$ cat src/rtl/accum_sequencer.sv
// accum_sequencer: drives an external accumulator through a clear/load/add job,
// then reads back sum bytes, add counter and counter carry through a muxed port.
// The sequencer itself performs no arithmetic; it only sequences and captures.
//
// Operand handshake: op_data is transferred on a rising clock edge where
// op_valid=1 and op_ready=1. op_ready is high only in FETCH and does not depend
// on op_valid. The producer may hold op_valid and op_data for any number of
// cycles; the sequencer waits in FETCH as long as needed.
module accum_sequencer #(
  parameter logic [2:0]  SEL_LSB   = 3'd0,
  parameter logic [2:0]  SEL_MSB   = 3'd1,
  parameter logic [2:0]  SEL_CNT   = 3'd2,
  parameter logic [2:0]  SEL_CARRY = 3'd3,
  parameter int unsigned READ_LAT  = 1
) (
  input  logic        clock,
  input  logic        reset,
  input  logic        start,
  input  logic [7:0]  op_count,
  input  logic [7:0]  op_data,
  input  logic        op_valid,
  output logic        op_ready,
  output logic        acc_reset,
  output logic        acc_load,
  output logic        acc_add,
  output logic [7:0]  acc_data,
  output logic [2:0]  acc_sel,
  input  logic [7:0]  acc_rdata,
  output logic        busy,
  output logic        done,
  output logic [15:0] sum,
  output logic [7:0]  add_count,
  output logic        count_carry,
  output logic [2:0]  state_dbg
);

  typedef enum logic [2:0] {
    IDLE  = 3'd0,
    CLEAR = 3'd1,
    FETCH = 3'd2,
    LOAD  = 3'd3,
    ADD   = 3'd4,
    READ  = 3'd5,
    DONE  = 3'd6
  } state_t;

  // Last settle-counter value of a READ step; the capture happens on it.
  localparam logic [2:0] LAT_LAST = 3'(READ_LAT);

  state_t      state_q, state_d;
  logic [7:0]  remaining_q;
  logic [7:0]  acc_data_q;
  logic [2:0]  lat_q;
  logic [1:0]  step_q;
  logic [15:0] sum_q;
  logic [7:0]  add_count_q;
  logic        carry_q;
  logic        read_last;

  assign read_last = (state_q == READ) && (lat_q == LAT_LAST);

  // State register.
  always_ff @(posedge clock) begin
    if (reset) state_q <= IDLE;
    else       state_q <= state_d;
  end

  // Next-state logic; remaining is already known non-zero in FETCH/LOAD/ADD.
  always_comb begin
    state_d = state_q;
    case (state_q)
      IDLE:    if (start) state_d = CLEAR;
      CLEAR:   state_d = (remaining_q != 8'd0) ? FETCH : READ;
      FETCH:   if (op_valid) state_d = LOAD;
      LOAD:    state_d = ADD;
      ADD:     state_d = (remaining_q != 8'd1) ? FETCH : READ;
      READ:    if (read_last && (step_q == 2'd3)) state_d = DONE;
      DONE:    state_d = IDLE;
      default: state_d = IDLE;
    endcase
  end

  // Job datapath: operand counter, operand register, read stepping and captures.
  always_ff @(posedge clock) begin
    if (reset) begin
      remaining_q <= 8'd0;
      acc_data_q  <= 8'd0;
      lat_q       <= 3'd0;
      step_q      <= 2'd0;
      sum_q       <= 16'd0;
      add_count_q <= 8'd0;
      carry_q     <= 1'b0;
    end else begin
      if ((state_q == IDLE) && start) remaining_q <= op_count;
      if (state_q == ADD) remaining_q <= remaining_q - 8'd1;
      if ((state_q == FETCH) && op_valid) acc_data_q <= op_data;
      if (state_q == READ) begin
        if (read_last) begin
          lat_q  <= 3'd0;
          step_q <= step_q + 2'd1;
          case (step_q)
            2'd0: sum_q[7:0]  <= acc_rdata;
            2'd1: sum_q[15:8] <= acc_rdata;
            2'd2: add_count_q <= acc_rdata;
            2'd3: carry_q     <= acc_rdata[0];
            default: ;
          endcase
        end else begin
          lat_q <= lat_q + 3'd1;
        end
      end else begin
        lat_q  <= 3'd0;
        step_q <= 2'd0;
      end
    end
  end

  // Outputs decoded from state; reset clears the accumulator in the same cycle.
  always_comb begin
    op_ready  = (state_q == FETCH);
    acc_reset = reset || (state_q == CLEAR);
    acc_load  = (state_q == LOAD);
    acc_add   = (state_q == ADD);
    busy      = (state_q != IDLE);
    done      = (state_q == DONE);
    acc_sel   = SEL_LSB;
    if (state_q == READ) begin
      case (step_q)
        2'd0:    acc_sel = SEL_LSB;
        2'd1:    acc_sel = SEL_MSB;
        2'd2:    acc_sel = SEL_CNT;
        default: acc_sel = SEL_CARRY;
      endcase
    end
  end

  assign acc_data    = acc_data_q;
  assign sum         = sum_q;
  assign add_count   = add_count_q;
  assign count_carry = carry_q;
  assign state_dbg   = state_q;

endmodule

$ cat config.mk
export PLATFORM = sky130hd
export DESIGN_NAME = accum_sequencer
export DESIGN_NICKNAME = d
export VERILOG_FILES = /design/src/rtl/accum_sequencer.sv
export SDC_FILE = /design/constraint.sdc
export NUM_CORES = 1
export LEC_CHECK = 0
export ABC_AREA = 0
export CAP_MARGIN = 25
export CORE_MARGIN = 3
export CORE_UTILIZATION = 46
export DETAILED_ROUTE_END_ITERATION = 8
export PLACE_DENSITY = 0.87
export RECOVER_POWER = 100
export SETUP_SLACK_MARGIN = 0.3
export SLEW_MARGIN = 20
export SYNTH_ARGS = -nofsm -noshare
export SYNTH_HDL_FRONTEND = slang
export SYNTH_SLANG_ARGS = --single-unit
$ cat constraint.sdc
create_clock -name clock -period 2 [get_ports clock]
set_input_delay 0.2 -clock clock [delete_from_list [all_inputs] [get_ports clock]]
set_output_delay 0.2 -clock clock [all_outputs]
set_load 0.005 [all_outputs]
# Word-level counts from Yosys, hierarchy flattened
# Index checks and enable logic that the tools add are counted.
totals:
  regBits: 49
  out_inout_bits: 45
  memories: 0
  mem_bits_ro: 0
  input_bits: 28
  ram_bits: 0
  latchBits: 0
op_classes:
  mul: 0
  shifts: 0
  magnitude_cmp: 0
  n_reduce_logical: 17
  eq_ne: 14
  n_mux: 10
  n_div: 0
  bitwise_logic: 1
  n_addsub: 3
op_table:
  columns: ["cell", "count"]
  rows:
  - ["$pmux 3 s6", 1]
  - ["$mux 8", 2]
  - ["$mux 3", 5]
  - ["$reduce_and 3->1", 5]
  - ["$eq 3x3->1 const B", 3]
  - ["$ne 8x1->1 const B", 1]
  - ["$reduce_bool 8->1", 1]
  - ["$sub 8x1->8 const B", 1]
  - ["$eq 3x1->1 const B", 2]
  - ["$eq 3x2->1 const B", 2]
  - ["$pmux 2 s3", 1]
  - ["$eq 2x2->1 const B", 2]
  - ["$logic_and 1x1->1", 4]
  - ["$ne 2x2->1 const B", 2]
  - ["$add 3x1->3 const B", 1]
  - ["$logic_not 3->1", 1]
  - ["$reduce_bool 3->1", 1]
  - ["$reduce_or 3->1", 1]
  - ["$add 2x1->2 const B", 1]
  - ["$eq 2x1->1 const B", 1]
  - ["$logic_not 2->1", 1]
  - ["$mux 2", 1]
  - ["$ne 2x1->1 const B", 1]
  - ["$reduce_bool 2->1", 1]
  - ["other kinds (3)", 3]

# Depth between registers and ports, before layout
# Gate-level depths: netlist of the first run.
depth:
  depth_word: 5
  ltp_mapped: 7
  mapped_depth_nobuf: 6

# Least setup slack after synthesis of the first run
# No wires, ideal clock.
synth_timing:
  kind: "reg-to-reg"
  startpoint: "register state_q[1] (netlist: state_dbg[1])"
  endpoint: "register remaining_q[5]"
  synth_period_minus_slack_ns: 1.568
  t_arrival_ns: 1.494
  slack_ns: 0.432
  path_stages_with_launch: 8
  path_buffers: 2
  path_cell_list: "dfxtp_1 buf_6 or3b_1 buf_6 clkinv_4 nand2_2 or3_1 a31oi_1"
synth_via:
  elab_cells_between_ends: 5
  cone_classes: "eq/ne: 1; mux: 1; reduce/logical: 3"
synth_lines:
  columns: ["item", "line", "source"]
  rows:
  - ["start, declared", "50", "state_t state_q, state_d;"]
  - ["start signal, assigned", "65", "else state_q <= state_d;"]
  - ["$eq 3x3->1 (*)", null, null]
  - ["via acc_add", "25", "output logic acc_add,"]
  - ["$mux 8 or $reduce_bool 2->1 (tied branches)", null, null]
  - ["end signal, assigned", "94", "if ((state_q == IDLE) && start) remaining_q <= op_count;"]
  - ["end signal, assigned", "95", "if (state_q == ADD) remaining_q <= remaining_q - 8'd1;"]
  - ["end, declared", "51", "logic [7:0] remaining_q;"]
# Mark *: on every way through the listed nets, which the timed path passes. The rest lies on a longest branch.
# A chain may end at the register's enable or synchronous reset.

# Final worst setup path of the first run
layout_timing:
  startpoint: "register state_q[1] (netlist: state_dbg[1])"
  endpoint: "output port busy"
layout_via:
  elab_chain_cells: 1
layout_rtl:
  columns: ["item", "line", "source"]
  rows:
  - ["$reduce_bool 3->1", "124", "busy = (state_q != IDLE);"]
  - ["end, declared", "29", "output logic busy,"]
# Every way passes these cells.

==> results of run 1 <==
## worst paths after layout
path                start          end  slack [ns]  depth (start not counted)
max          state_dbg[1]         busy        0.25                          4
min                 reset  acc_data[6]        0.37                          3
max reg2reg  state_dbg[1]  acc_data[1]        0.29                          6
min reg2reg      lat_q[0]     lat_q[0]        0.46                          1
## cells by family after synthesis
logic type                 after synthesis
AOI/OAI and AO/OA                       33
and+or+nand+nor                         90
muxes                                   34
other                                    1
xor gates and xnor gates                 2
buffers and inverters                   23
DFF                                     49
adders and majority gates               10
## cell usage after synthesis (4+ instances only)
cell type / n / area, µm²
nor3_1: 7 / 35.0
nand2_1: 4 / 15.0
nor2b_1: 5 / 31.3
a21oi_1: 10 / 50.1
ha_1: 10 / 125
nor2_1: 52 / 195
dfxtp_1: 49 / 981
o21ai_0: 5 / 25.0
inv_1: 9 / 33.8
mux2i_1: 34 / 340
clkbuf_1: 8 / 30.0
## through the flow
stage / instance area, µm² / power (µW) / cells / setup slack [ns] / hold WS [ns]
global placement: 2990 / 2050 / 359 / 0.334 / 0.435
detailed placement: 2990 / 2080 / 359 / 0.286 / 0.451
finish: 3160 / 2820 / 373 / 0.245 / 0.365
floorplan: 2230 / 1740 / 242 / 0.432 / 0.344
global route: 3160 / 2980 / 373 / 0.154 / 0.373
CTS: 3180 / 2860 / 373 / 0.297 / 0.356
## critical path, stage by stage (launching register included)
cell and delay (ns):
dfxtp_1 0.37, buf_4 0.16, nor3_1 0.33, inv_1 0.11, dlygate4sd2_1 0.28
## power by group
part	internal [µW]	switching, µW	total (µW)
Combinational	440	508	948
Clock	375	327	702
Sequential	1070	103	1170
## routing by layer
metal	GRT usage, %	vias to the layer above	part of all wire, %
met5	0	-	0
met4	7.96	0	2.1
met3	5.01	13	5.0
met2	35.0	69	51
met1	23.8	924	42
li1	-	978	-
## registers in the layout, indices dropped and copies added, names as in the netlist
signal       cells
step_q           2
state_dbg        3
remaining_q      8
sum             16
count_carry      1
add_count        8
acc_data         8
lat_q            3
## final cells by class
class                           instances  area share (%)
Timing Repair Buffer                   84            24.9
Inverter                               10            1.23
Sequential cell                        49            31.3
Multi-Input combinational cell        170            37.1
Clock buffer                            6            2.30
Tap cell                               52            2.06
Clock inverter                          2            1.23
## repair_timing
item | CTS | global route
gates resized for setup | 24 | 6
buffers inserted | 6 | 0
endpoints found under the setup margin | 21 | 26
pin swaps | 1 | 0
==> flow_metrics.py, run 1 <==
metrics = {
    "status": {
        "status": "finished, final reports clean",
    },
    "synthesis": {
        "synth_mux_area_share_pct": 15.3,
        "synth_area_um2": 2230,
        "async_flop_share_pct": 0,
        "ys.flop_type": "dfxtp_1",
        "synthSimpleGateAreaFrac_pct": 20.0,
        "synth_edf_count": 0,
        "synth_nets": 280,
        "synth_xor_area_share_pct": 0.785,
        "synth_top_family_by_area": "simple AND/OR/NAND/NOR gates",
        "ys_seq_elements": 49,
        "synth_fa_ha_area_share_pct": 5.61,
        "synthCells": 242,
        "yosysWarnings": 0,
        "synth_cell_types": 42,
        "synth-seq-area-share_pct": 44.0,
        "synth_compound_area_share_pct": 9.25,
        "synth.avg_cell_area_um2": 9.22,
    },
    "timing": {
        "rsz0062_at_grt": "yes",
        "setup_viol": 0,
        "slew_viol_final": 0,
        "maxSlewHeadroom_pct": 46.2,
        "setup-tns-final_ns": 0,
        "min_period_ns": 1.75,
        "timing.fmax_mhz": 570,
        "finalHoldViolations": 0,
        "skew_ns": 0.00431,
        "tightest_slew_ns": 0.798,
        "period_share_pct": 87.7,
    },
    "power": {
        "p_per_area_nw_per_um2": 893,
        "leakagePower_uw": 0.00150,
        "vdd_drop_max_v": 0.000606,
    },
    "layout": {
        "mostFrequentLayoutCell": "nor2_1",
        "multi_input_area_um2": 1170,
        "area.sequential_um2": 988,
        "antenna-diode-count": 0,
        "area_delta_synth_final_pct": 41.7,
        "layout_common_cells": "nor2_1 (52), dfxtp_1 (47), mux2i_1 (34), dlygate4sd3_1 (34), clkdlybuf4s50_1 (28)",
        "drive_above_1_share_pct": 9.97,
        "nets": 358,
        "final_util_pct": 70.2,
        "fillers": 366,
    },
    "clock_network": {
        "htree_num_levels": 2,
        "cts_tree": "done",
        "path_clk_slew_ns": 0.09,
        "cts_sinks": 49,
        "clock_path_buffers": 2,
        "root_buffer": "clkbuf_8",
        "cts_buffers": 5,
        "hold_buffers": 0,
        "clk_latency_ns": 0.30,
    },
    "detailed_routing": {
        "viasPerCell": 5.32,
        "drc": 0,
        "avgRoutedWirePerCell_um": 15.0,
        "drtAntennaViolNets": 0,
        "first_pass_iters": 4,
        "drtIter0Drc": 81,
        "num_vias": 1984,
        "drt-total-wl_um": 5590,
    },
    "placed_design": {
        "dp_hpwl_um": 3970,
        "gp_congestion": 0.861,
        "portBuffers": 71,
    },
    "die": {
        "rows": 24,
        "ioPinCount": 73,
        "die_w_um": 75.6,
        "core_area_um2": 4500,
        "die_h_um": 75.6,
        "die_area_um2": 5720,
        "start_util_pct": 49.5,
    },
    "flow_run": {
        "drv_cap": 0,
    },
    "worst_setup_path": {
        "end_kind": "output pin",
        "start_kind": "flip-flop",
        "cp.required_ns": 1.80,
        "path_class": "reg -> out",
        "cp_max_fo": 5,
        "arrival_ns": 1.55,
    },
    "global_routing": {
        "grt_pass1_vias": 2007,
        "antenna_found_initial": 0,
        "grt_max_degree": 28,
        "overflow": 0,
        "grt_pass1_wl_um": 8750,
        "gr-usage-all-layers_pct": 20.2,
    },
    "hold_path": {
        "hp-class": "in -> reg",
    },
}
(Power assumes the default switching activity.)
==> inputs of run 2 (changes only) <==
- CORE_UTILIZATION: 46 -> 39
- PLACE_DENSITY: 0.87 -> 0.77
==> run 2 against run 1 <==
Non-clock buffer count unchanged. Power is 3.3% lower. Utilization down 11 points. Routed wire length decreased by 2.2%. Die area grew 16%. Clock-buffer cell count down 1. Combinational power decreased by 3.7%. Sequential share of layout area about the same. Fmax down 1.7%. Critical path type unchanged.
==> flow_metrics.py, run 2 (synthesized netlist as in run 1, its figures left out) <==
metrics = {
    "global_routing": {
        "grt_pass1_wl_um": 8440,
        "grt_max_degree": 30,
        "antenna_found_initial": 0,
        "gr-usage-all-layers_pct": 16.5,
        "grt_pass1_vias": 1821,
        "overflow": 0,
    },
    "timing": {
        "setup_viol": 0,
        "min_period_ns": 1.78,
        "setup-tns-final_ns": 0,
        "skew_ns": 0.00765,
        "timing.fmax_mhz": 560,
        "tightest_slew_ns": 0.711,
        "rsz0062_at_grt": "yes",
        "period_share_pct": 89.2,
        "finalHoldViolations": 0,
        "slew_viol_final": 0,
        "maxSlewHeadroom_pct": 52.1,
        "hold_slack_ns": 0.378,
    },
    "layout": {
        "fillers": 473,
        "layout_common_cells": "nor2_1 (52), dfxtp_1 (48), dlygate4sd3_1 (35), mux2i_1 (34), clkdlybuf4s50_1 (27)",
        "nets": 358,
        "area_delta_synth_final_pct": 40.8,
        "mostFrequentLayoutCell": "nor2_1",
        "final_util_pct": 59.2,
        "antenna-diode-count": 0,
        "largest_reg_flops": 16,
        "drive_above_1_share_pct": 9.66,
        "final_area_um2": 3140,
    },
    "clock_network": {
        "cts_buffers": 5,
        "hold_buffers": 0,
        "root_buffer": "clkbuf_8",
        "clk_latency_ns": 0.31,
        "clock_path_buffers": 2,
        "cts_sinks": 49,
        "path_clk_slew_ns": 0.10,
        "htree_num_levels": 2,
        "cts_tree": "done",
    },
    "die": {
        "core_area_um2": 5300,
        "ioPinCount": 73,
        "die_w_um": 81.6,
        "rows": 26,
        "die_area_um2": 6660,
        "die_h_um": 81.6,
        "start_util_pct": 42.1,
    },
    "worst_setup_path": {
        "end_kind": "output pin",
        "cp.required_ns": 1.80,
        "path_class": "reg -> out",
        "arrival_ns": 1.58,
        "cp_max_fo": 10,
        "r2r_setup_slack_ns": 0.34,
        "start_kind": "flip-flop",
    },
    "detailed_routing": {
        "drtAntennaViolNets": 0,
        "viasPerCell": 5.03,
        "drtIter0Drc": 58,
        "num_vias": 1965,
        "avgRoutedWirePerCell_um": 14.0,
        "drc": 0,
        "first_pass_iters": 4,
        "drt-total-wl_um": 5470,
    },
    "power": {
        "vdd_drop_max_v": 0.000426,
        "p_per_area_nw_per_um2": 869,
        "finalPower_uw": 2730,
        "leakagePower_uw": 0.00150,
    },
    "status": {
        "status": "finished, final reports clean",
    },
    "hold_path": {
        "hp-class": "in -> reg",
    },
    "placed_design": {
        "portBuffers": 71,
        "dp_hpwl_um": 3780,
        "place_area_um2": 3010,
        "gp_congestion": 0.766,
    },
    "flow_run": {
        "drv_cap": 0,
    },
}
[run 2: cell count changes in the layout (fill, tap and decap cells not counted), sizes merged]
cell	before	now
bufinv	1	0
clkbuf	8	10
buf	12	10
dlymetal6s2s	0	1
clkdlybuf4s50	28	27
inv	9	11
dlygate4sd3	34	35
dlygate4sd2	8	6
[run 2: path summary, 6_finish.rpt]
path | start | cells after the start | to
worst max-delay path | state_dbg[2] | 3 | state_dbg[2]
worst min-delay path | reset | 3 | remaining_q[0]
worst max register to register | state_dbg[2] | 7 | acc_data[5]
worst min register to register | lat_q[0] | 1 | lat_q[0]
[run 2: final cells by class]
| type | count | area (µm²) | area share [%] |
|---|---|---|---|
| Timing Repair Buffer | 84 | 785 | 25.0 |
| Clock buffer | 5 | 68.8 | 2.19 |
| Tap cell | 70 | 87.6 | 2.79 |
| Sequential cell | 49 | 982 | 31.3 |
| Multi-Input combinational cell | 170 | 1150 | 36.6 |
| Inverter | 10 | 38.8 | 1.23 |
| Clock inverter | 3 | 28.8 | 0.916 |
[run 2: where the power goes]
| part | total [µW] | switching, µW | internal, µW |
|---|---|---|---|
| sequential | 1170 | 107 | 1070 |
| combinational | 913 | 471 | 442 |
| clock | 641 | 379 | 262 |
[run 2: per-stage QoR]
step                      worst slack, ns  instances
after floorplan                     0.432        242
after global placement              0.275        377
after detailed placement            0.248        377
after CTS                           0.138        390
after global routing                0.150        391
final                               0.215        391
[run 2: per-layer routing]
metal,wire length (µm),global-route usage [%]
met2,2580,27.5
met5,0,0
met1,2410,20.1
met4,80,6.81
met3,397,4.28
[run 2: repair_timing]
action | 4_1_cts | 5_1_grt
gates resized for setup | 24 | 8
pin swaps | 1 | 0
endpoints found under the setup margin | 29 | 17
buffers inserted | 5 | 1
[run 2: worst max-delay path, cell delays in order (launching register included)]
cell,delay (ns)
dfxtp_1,0.37
clkbuf_1,0.18
buf_6,0.16
dlygate4sd3_1,0.57
